$ cat config.mk
export PLATFORM = sky130hd
export DESIGN_NAME = fifo_rr_arbiter_flat
export DESIGN_NICKNAME = d
export VERILOG_FILES = /design/src/rtl/fifo_rr_arbiter_if.sv /design/src/rtl/fifo_rr_arbiter.sv /design/src/flat_wrapper.sv
export SDC_FILE = /design/constraint.sdc
export NUM_CORES = 1
export LEC_CHECK = 0
export BUFFER_PORTS_ARGS = -buffer_cell sky130_fd_sc_hd__buf_2
export CAP_MARGIN = 25
export CORE_ASPECT_RATIO = 1.1
export CORE_UTILIZATION = 44
export CTS_CLUSTER_SIZE = 20
export DETAILED_ROUTE_END_ITERATION = 12
export GPL_ROUTABILITY_DRIVEN = 0
export GPL_TIMING_DRIVEN = 0
export PLACE_DENSITY = 0.79
export SYNTH_ARGS = -nofsm -noshare
export SYNTH_HDL_FRONTEND = slang
export SYNTH_SLANG_ARGS = --single-unit
$ cat constraint.sdc
create_clock -name clk -period 1.5 [get_ports clk]
set_input_delay 0.075 -clock clk [delete_from_list [all_inputs] [get_ports clk]]
set_output_delay 0.075 -clock clk [all_outputs]
set_load 0.01 [all_outputs]
$ cat src/rtl/fifo_rr_arbiter_if.sv
// fifo_rr_arbiter_if: FIFO-side handshake, data and threshold bundle of fifo_rr_arbiter.
// The master modport is the arbiter; the slave modport is the FIFO side.
interface fifo_rr_arbiter_if #(
  parameter int WORD_SIZE = 10,
  parameter int PTR = 3
);
  logic [3:0] fifo_empty;
  logic [4*WORD_SIZE-1:0] data_in;
  logic out_almost_full;
  logic out_full;
  logic [PTR-1:0] cfg_full_thr;
  logic [PTR-1:0] cfg_empty_thr;
  logic cfg_load;
  logic [3:0] fifo_rd;
  logic fifo_wr;
  logic [WORD_SIZE-1:0] data_out;
  logic [PTR-1:0] full_threshold;
  logic [PTR-1:0] empty_threshold;
  logic error;
  logic [1:0] state;
  modport master (
    input fifo_empty, data_in, out_almost_full, out_full, cfg_full_thr, cfg_empty_thr, cfg_load,
    output fifo_rd, fifo_wr, data_out, full_threshold, empty_threshold, error, state
  );
  modport slave (
    output fifo_empty, data_in, out_almost_full, out_full, cfg_full_thr, cfg_empty_thr, cfg_load,
    input fifo_rd, fifo_wr, data_out, full_threshold, empty_threshold, error, state
  );
endinterface

$ cat src/rtl/fifo_rr_arbiter.sv
// fifo_rr_arbiter: merges four input FIFOs into one downstream FIFO through a read/write pipeline.
// Define STRICT_PRIO_EN for fixed priority (channel 0 highest) instead of round-robin.
module fifo_rr_arbiter #(
  parameter int WORD_SIZE = 10,
  parameter int PTR = 3
) (
  input logic clk,
  input logic reset,
  fifo_rr_arbiter_if.master bus
);
  localparam logic [1:0] INIT = 2'd0, IDLE = 2'd1, ACTIVE = 2'd2, ERROR = 2'd3;
  logic [1:0] state, next_state, grant, base, rd_ch;
  logic [3:0] req, fifo_rd;
  logic rd_vld, wr_due, drop, issue, fifo_wr, error;
  logic [WORD_SIZE-1:0] data_out;
  logic [PTR-1:0] full_thr, empty_thr;
  assign req = ~bus.fifo_empty;
  assign wr_due = rd_vld && state != ERROR;
  assign drop = wr_due && bus.out_full;
  assign issue = state == ACTIVE && |req && !bus.out_almost_full && !drop;
  assign next_state = drop ? ERROR :
                      state == INIT ? IDLE :
                      state == IDLE ? (bus.cfg_load ? INIT : |req ? ACTIVE : IDLE) :
                      state == ACTIVE ? (|req ? ACTIVE : IDLE) : ERROR;
`ifdef STRICT_PRIO_EN
  assign base = 2'd3;
`else
  logic [1:0] last_grant;
  always_ff @(posedge clk or posedge reset)
    if (reset) last_grant <= 2'd3;
    else if (issue) last_grant <= grant;
  assign base = last_grant;
`endif
  // Search order is base+1, base+2, ... so the lowest offset that requests wins.
  always_comb begin
    grant = base + 2'd1;
    for (int k = 3; k >= 0; k--)
      if (req[base + 2'(k) + 2'd1]) grant = base + 2'(k) + 2'd1;
  end
  always_ff @(posedge clk or posedge reset)
    if (reset) begin
      state <= INIT;
      fifo_rd <= 4'b0000;
      fifo_wr <= 1'b0;
      data_out <= '0;
      error <= 1'b0;
      full_thr <= '0;
      empty_thr <= '0;
      rd_vld <= 1'b0;
      rd_ch <= 2'd0;
    end else begin
      state <= next_state;
      fifo_rd <= issue ? 4'b0001 << grant : 4'b0000;
      rd_vld <= |fifo_rd;
      rd_ch <= {fifo_rd[3] | fifo_rd[2], fifo_rd[3] | fifo_rd[1]};
      fifo_wr <= wr_due && !bus.out_full;
      if (wr_due && !bus.out_full) data_out <= bus.data_in[int'(rd_ch) * WORD_SIZE +: WORD_SIZE];
      if (drop) error <= 1'b1;
      if (state == INIT) begin
        full_thr <= bus.cfg_full_thr;
        empty_thr <= bus.cfg_empty_thr;
      end
    end
  assign bus.fifo_rd = fifo_rd;
  assign bus.fifo_wr = fifo_wr;
  assign bus.data_out = data_out;
  assign bus.full_threshold = full_thr;
  assign bus.empty_threshold = empty_thr;
  assign bus.error = error;
  assign bus.state = state;
endmodule
$ cat src/flat_wrapper.sv
// flat-port wrapper written by rule: the top's interface ports become plain ports
module fifo_rr_arbiter_flat 
#(
  parameter int WORD_SIZE = 10,
  parameter int PTR = 3
)
  (clk, reset, bus_fifo_empty, bus_data_in, bus_out_almost_full, bus_out_full, bus_cfg_full_thr, bus_cfg_empty_thr, bus_cfg_load, bus_fifo_rd, bus_fifo_wr, bus_data_out, bus_full_threshold, bus_empty_threshold, bus_error, bus_state);
  fifo_rr_arbiter_if #(.WORD_SIZE(WORD_SIZE), .PTR(PTR)) bus_i ();
  input logic clk;
  input logic reset;
  input wire logic [$bits(bus_i.fifo_empty)-1:0] bus_fifo_empty;
  input wire logic [$bits(bus_i.data_in)-1:0] bus_data_in;
  input wire logic [$bits(bus_i.out_almost_full)-1:0] bus_out_almost_full;
  input wire logic [$bits(bus_i.out_full)-1:0] bus_out_full;
  input wire logic [$bits(bus_i.cfg_full_thr)-1:0] bus_cfg_full_thr;
  input wire logic [$bits(bus_i.cfg_empty_thr)-1:0] bus_cfg_empty_thr;
  input wire logic [$bits(bus_i.cfg_load)-1:0] bus_cfg_load;
  output wire logic [$bits(bus_i.fifo_rd)-1:0] bus_fifo_rd;
  output wire logic [$bits(bus_i.fifo_wr)-1:0] bus_fifo_wr;
  output wire logic [$bits(bus_i.data_out)-1:0] bus_data_out;
  output wire logic [$bits(bus_i.full_threshold)-1:0] bus_full_threshold;
  output wire logic [$bits(bus_i.empty_threshold)-1:0] bus_empty_threshold;
  output wire logic [$bits(bus_i.error)-1:0] bus_error;
  output wire logic [$bits(bus_i.state)-1:0] bus_state;
  assign bus_i.fifo_empty = bus_fifo_empty;
  assign bus_i.data_in = bus_data_in;
  assign bus_i.out_almost_full = bus_out_almost_full;
  assign bus_i.out_full = bus_out_full;
  assign bus_i.cfg_full_thr = bus_cfg_full_thr;
  assign bus_i.cfg_empty_thr = bus_cfg_empty_thr;
  assign bus_i.cfg_load = bus_cfg_load;
  assign bus_fifo_rd = bus_i.fifo_rd;
  assign bus_fifo_wr = bus_i.fifo_wr;
  assign bus_data_out = bus_i.data_out;
  assign bus_full_threshold = bus_i.full_threshold;
  assign bus_empty_threshold = bus_i.empty_threshold;
  assign bus_error = bus_i.error;
  assign bus_state = bus_i.state;
  fifo_rr_arbiter #(.WORD_SIZE(WORD_SIZE), .PTR(PTR)) u_core (.clk(clk), .reset(reset), .bus(bus_i));
endmodule
# Word level (Yosys, flattened, before mapping)
# Index checks and enable logic that the tools add are counted.
# op_classes
order_cmp,4
shifts,2
reduce_logical,12
addsub,6
mux,19
bitwise,3
eq_ne,3
mul,1
# ops
cell,n
variable part select 40 x 32 -> 10 bit,1
two-way mux 2 bit,10
"< comparator 2 x 3 -> 1 bit, second input constant",4
"adder 2 x 1 -> 2 bit, second input constant",4
binary-select mux 1 bit (select 2 bit),4
OR reduction 4 bit,2
logical AND 1 bit,6
"multiplier 2 x 3 -> 5 bit, second input constant",1
"adder 2 bit, second input constant",2
two-way mux 1 bit,4
two-way mux 4 bit,1
NOT 4 bit,1
"<< shifter 1 x 2 -> 4 bit, first input constant",1
logical NOT 1 bit,3
"equality test 2 x 1 -> 1 bit, second input constant",1
"equality test 2 bit, second input constant",1
logical NOT 2 bit,1
"!= test 2 bit, second input constant",1
bitwise OR 1 bit,2
# totals
ff_bits,29
wordCells,60

# Longest topological paths before layout
# depth
ltp_word,10
mapped_depth,5

# Worst setup path after synthesis
# OpenSTA, ideal clock, no wires.
# synth_timing
kind,register -> register
start,register u_core.state[0] (netlist: u_core.bus.state[0])
end,register u_core.data_out[0] (netlist: u_core.bus.data_out[0])
path_slack_ns,0.110
path_stages_with_launch,6
path_buffers,1
t_arrival_ns,1.265
period_less_slack_ns,1.390
setup_time_ns,0.125
path_cell_list,dfrtp_1 > nand2_1 > nand2_1 > nor2_1 > buf_6 > mux2_2
# synth_between
elab_chain_cells,3
# synth_lines
item,line,text
from (decl),fifo_rr_arbiter.sv:12,"logic [1:0] state, next_state, grant, base, rd_ch;"
from (signal assigned),fifo_rr_arbiter.sv:52,state <= next_state;
!= test 2 bit,fifo_rr_arbiter.sv:18,assign wr_due = rd_vld && state != ERROR;
logical AND 1 bit,fifo_rr_arbiter.sv:18,
logical AND 1 bit,fifo_rr_arbiter.sv:57,if (wr_due && !bus.out_full) data_out <= bus.data_in[int'(rd_ch) * WORD_SIZE +: WORD_SIZE];
to (signal assigned),fifo_rr_arbiter.sv:57,
to (decl),fifo_rr_arbiter.sv:15,logic [WORD_SIZE-1:0] data_out;
# Every way passes these cells.
# A chain may end at the register's enable or synchronous reset.

# Worst setup path in the final report
# layout_timing
start,register u_core.rd_ch[0]
end,register u_core.data_out[7] (netlist: u_core.bus.data_out[7])
# layout_between
elab_chain_cells,2
# layout_lines
item,line,text
from (decl),fifo_rr_arbiter.sv:12,
from (signal assigned),fifo_rr_arbiter.sv:55,"rd_ch <= {fifo_rd[3] | fifo_rd[2], fifo_rd[3] | fifo_rd[1]};"
multiplier 2 x 3 -> 5 bit,fifo_rr_arbiter.sv:57,
variable part select 40 x 32 -> 10 bit,fifo_rr_arbiter.sv:57,
# Every way passes these cells.

==> impl_table.tex <==
\begin{tabular}{lr}
\hline
Metric & Value \\
\hline
\multicolumn{2}{l}{\textbf{Place}} \\
Dpl ws & -42.54 ps \\
PortBufs & 78 \\
Half-perimeter wire length of the detailed placement result & 2575 microns \\
Post-placement cell count & 216 \\
\multicolumn{2}{l}{\textbf{Synth}} \\
Count of mapped cells out of synthesis & 104 \\
Most common cell in the synthesized netlist & dfrtp\_1 \\
Share of synthesized area occupied by flip-flops and latches & 0.4970 \\
Number of flip-flops and latches in the synthesized netlist & 29 \\
Cell accounting for the most synthesized area & dfrtp\_1 \\
Top cells by instance count after synthesis & 27 x dfrtp\_1, 16 x mux2\_2, 10 x mux4\_2 \\
Number of unique standard cell types used by synthesis & 33 \\
Net count after synthesis & 159 \\
Synth Cell Area & 1465 sq um \\
Ys flop type & dfrtp\_1 \\
Largest cells by area after synthesis & dfrtp\_1 46\%, mux4\_2 15\%, mux2\_2 12\%, dfstp\_2 3.6\%, a2111oi\_4 1.9\% \\
Average size of a mapped cell & 14.09 sq um \\
Post-synth EDFFs & 0 \\
Fraction of synthesized cell area taken by the top area cell type & 0.4611 \\
Warning count from the yosys run & 0 \\
Ys async rst share & 1.000 \\
\multicolumn{2}{l}{\textbf{Detailed routing}} \\
Count of routing violations after the opening detailed-route iteration & 80 \\
DR WL/cell & 14.82 microns \\
Total Routed Length & 3423 microns \\
DRC errors left & 22 \\
DRT Pass-1 Iters & 8 \\
Via Count & 1,223 \\
Number of nets still failing antenna checks after routing & 0 \\
Average via count per standard cell & 5.294 \\
\multicolumn{2}{l}{\textbf{Floorplanning}} \\
Floorplan Core Area & 3100 sq um \\
Number of ports placed on the die boundary & 79 \\
Starting utilization of the core area & 0.4726 \\
Die area & 3565 sq um \\
Die width & 57.02 microns \\
Row cnt & 21 \\
Chip height & 62.52 microns \\
\multicolumn{2}{l}{\textbf{Clock network}} \\
Clock tree root driver cell & clkbuf\_4 \\
CTS Buf Count & 5 \\
Clk\_lat worst skew & 320 ps \\
Post-CTS clock slew at the launch and capture registers of the worst setup and hold paths & 100 ps \\
CTS tree & done \\
Depth of the CTS H-tree & 2 \\
Clock Sink Count & 29 \\
Maximum buffer depth of the clock tree & 2 \\
\multicolumn{2}{l}{\textbf{Power and ir drop}} \\
Internal power summed over all cells & 1.970 mW \\
P\_sw & 975.8 uW \\
Relative contribution of combinational cells to total power & 0.373 \\
Relative contribution of sequential cells to total power & 0.446 \\
Net Sw Frac & 0.3312 \\
Clk network pwr share & 0.181 \\
Leakage power of the design & 0.9970 nW \\
Maximum vdd drop & 0.5929 mV \\
Sum of internal, switching and leakage power & 2.946 mW \\
Power density of the placed cells & 1422 nW/um\^{}2 \\
\multicolumn{2}{l}{\textbf{Run}} \\
Maxcap violations & 0 \\
\multicolumn{2}{l}{\textbf{GRT}} \\
Largest net degree at the start of global routing & 30 \\
Overall fraction of global-route tracks in use & 0.2023 \\
GR met3 Demand/Resource & 0.04969 \\
Busiest layer in global routing & met2 \\
Number of antenna violations at the first check in global routing & 0 \\
First-pass GRT wire length & 5499 microns \\
Sum of overflow across all layers after global routing & 0 \\
Number of global-route vias before repair & 1,247 \\
GRT met2 Usage & 0.3779 \\
Met1 routing resource usage after global routing & 0.2070 \\
\multicolumn{2}{l}{\textbf{Layout}} \\
Final non-filler cell total & 231 \\
Number of inserted diodes & 0 \\
Final nets & 251 \\
Layout overhead on the synthesized area & 41.42\% \\
Fraction of final layout cells sized beyond drive strength 1 & 0.6447 \\
\multicolumn{2}{l}{\textbf{Setup path}} \\
Setup crit end kind & flop \\
Worst Path Max Fanout & 10 \\
Critical Path RT & 1720 ps \\
CP Class & flop to flop \\
Launching element type of the critical path & flop \\
Data arrival, critical path & 1640 ps \\
\multicolumn{2}{l}{\textbf{STA}} \\
Setup repair after global routing missed its margin & false \\
Summed negative setup slack over all endpoints & 0 ps \\
Max transition margin & 0.6865 \\
Count of pins over their slew limit & 0 \\
Peak Freq & 701.3 MHz \\
Crit share post-route & 0.9506 \\
Hold Fails Final Rpt & 0 \\
Post-route worst setup slack & 74.03 ps \\
Clock Skew & 18.27 ps \\
Tightest Pin Transition & 468.6 ps \\
Time the worst path needs with I/O delays and setup & 1426 ps \\
Final Setup Violations & 0 \\
\multicolumn{2}{l}{\textbf{Run status}} \\
Violated checks & DRC \\
Run status & complete, but fails checks \\
\multicolumn{2}{l}{\textbf{Min path}} \\
Kind of path behind the tightest hold check & input pin to flop \\
\hline
\end{tabular}
==> cells in the final DEF, fill, tap and decap left out, types with 2 or more instances in the layout <==
cell / instances
clkbuf_8: 2
buf_2: 78
or2_2: 2
nand2b_1: 2
dfrtp_1: 25
nand2_1: 4
dlygate4sd3_1: 7
clkbuf_4: 5
dfrtp_2: 2
o21ai_0: 5
buf_6: 2
mux4_2: 10
nand3b_1: 2
nand3_1: 2
nor2b_1: 4
dfstp_2: 2
a21oi_1: 2
mux2_2: 16
nor2_1: 4
==> path summary, 6_finish.rpt <==
kind	slack, ps	depth (start not counted)	from	to
setup / recovery	70	3	u_core.rd_ch[0]	u_core.bus.data_out[7]
setup reg to reg	70	3	u_core.rd_ch[0]	u_core.bus.data_out[7]
max in group asynchronous	680	4	reset	u_core.base[0]
hold reg to reg	470	1	u_core.bus.error	u_core.bus.error
hold / removal	40	3	bus_cfg_load	u_core.bus.state[1]
min in group asynchronous	290	3	reset	u_core.bus.data_out[8]
==> critical path, stage by stage (launching register included) <==
cell	delay [ps]
dfrtp_1	340
buf_6	180
mux4_2	520
mux2_2	290
==> cells by family after synthesis <==
group                  count (synthesis)  synth area share
flip-flops                            29            0.4970
AO/OA/AOI/OAI                         14           0.07430
XOR/XNOR                               1          0.005979
buffers and inverters                  4           0.02049
AND/OR/NAND/NOR                       29            0.1178
multiplexers                          27            0.2844
==> per-layer routing <==
metal	vias to the layer above	wire (microns)
met3	4	321
met2	66	1905
met5	-	0
met1	574	1166
met4	0	30
li1	579	-
==> metrics by stage <==
step	utilization	area (sq um)	hold slack (ps)
after CTS	0.6546	2029	27.49
final	0.6683	2072	44.50
after global routing	0.6683	2072	28.77
after global placement	0.6122	1898	311.2
after floorplan	-	1465	151.6
after detailed placement	0.6122	1898	314.3
==> flip-flops by register name, summed over array words and instances (netlist names) <==
signal	cells
u_core.bus.empty_threshold	3
u_core.rd_ch	2
u_core.bus.state	2
u_core.bus.data_out	10
u_core.bus.fifo_wr	1
u_core.bus.error	1
u_core.rd_vld	1
u_core.bus.full_threshold	3
u_core.base	2
u_core.bus.fifo_rd	4
==> area by class of cell <==
class / count / area, sq um
Buffer: 2 / 22.52
Clock buffer: 7 / 65.06
Clock inverter: 1 / 5.005
Sequential cell: 29 / 730.7
Fill cell: 236 / 1028
Inverter: 1 / 3.754
Timing Repair Buffer: 86 / 488.0
Multi-Input combinational cell: 71 / 714.4
Tap cell: 34 / 42.54
==> power groups by stage <==
stage          Sequential [mW]  Clock [mW]  Combinational, mW
2_1_floorplan             1.40           0              0.539
3_3_place_gp              1.28           0               1.04
3_5_place_dp              1.31           0               1.09
4_1_cts                   1.31       0.547               1.10
5_1_grt                   1.36       0.595               1.19
6_report                  1.31       0.532               1.10
==> repair_timing <==
| action | CTS | global route |
|---|---|---|
| buffers inserted | 0 | 0 |
| endpoints found under the hold margin | 6 | 8 |
| setup endpoints to repair | 13 | 9 |
| hold buffers | 6 | 1 |
| gates resized for setup | 1 | 3 |
(Power assumes the default switching activity.)
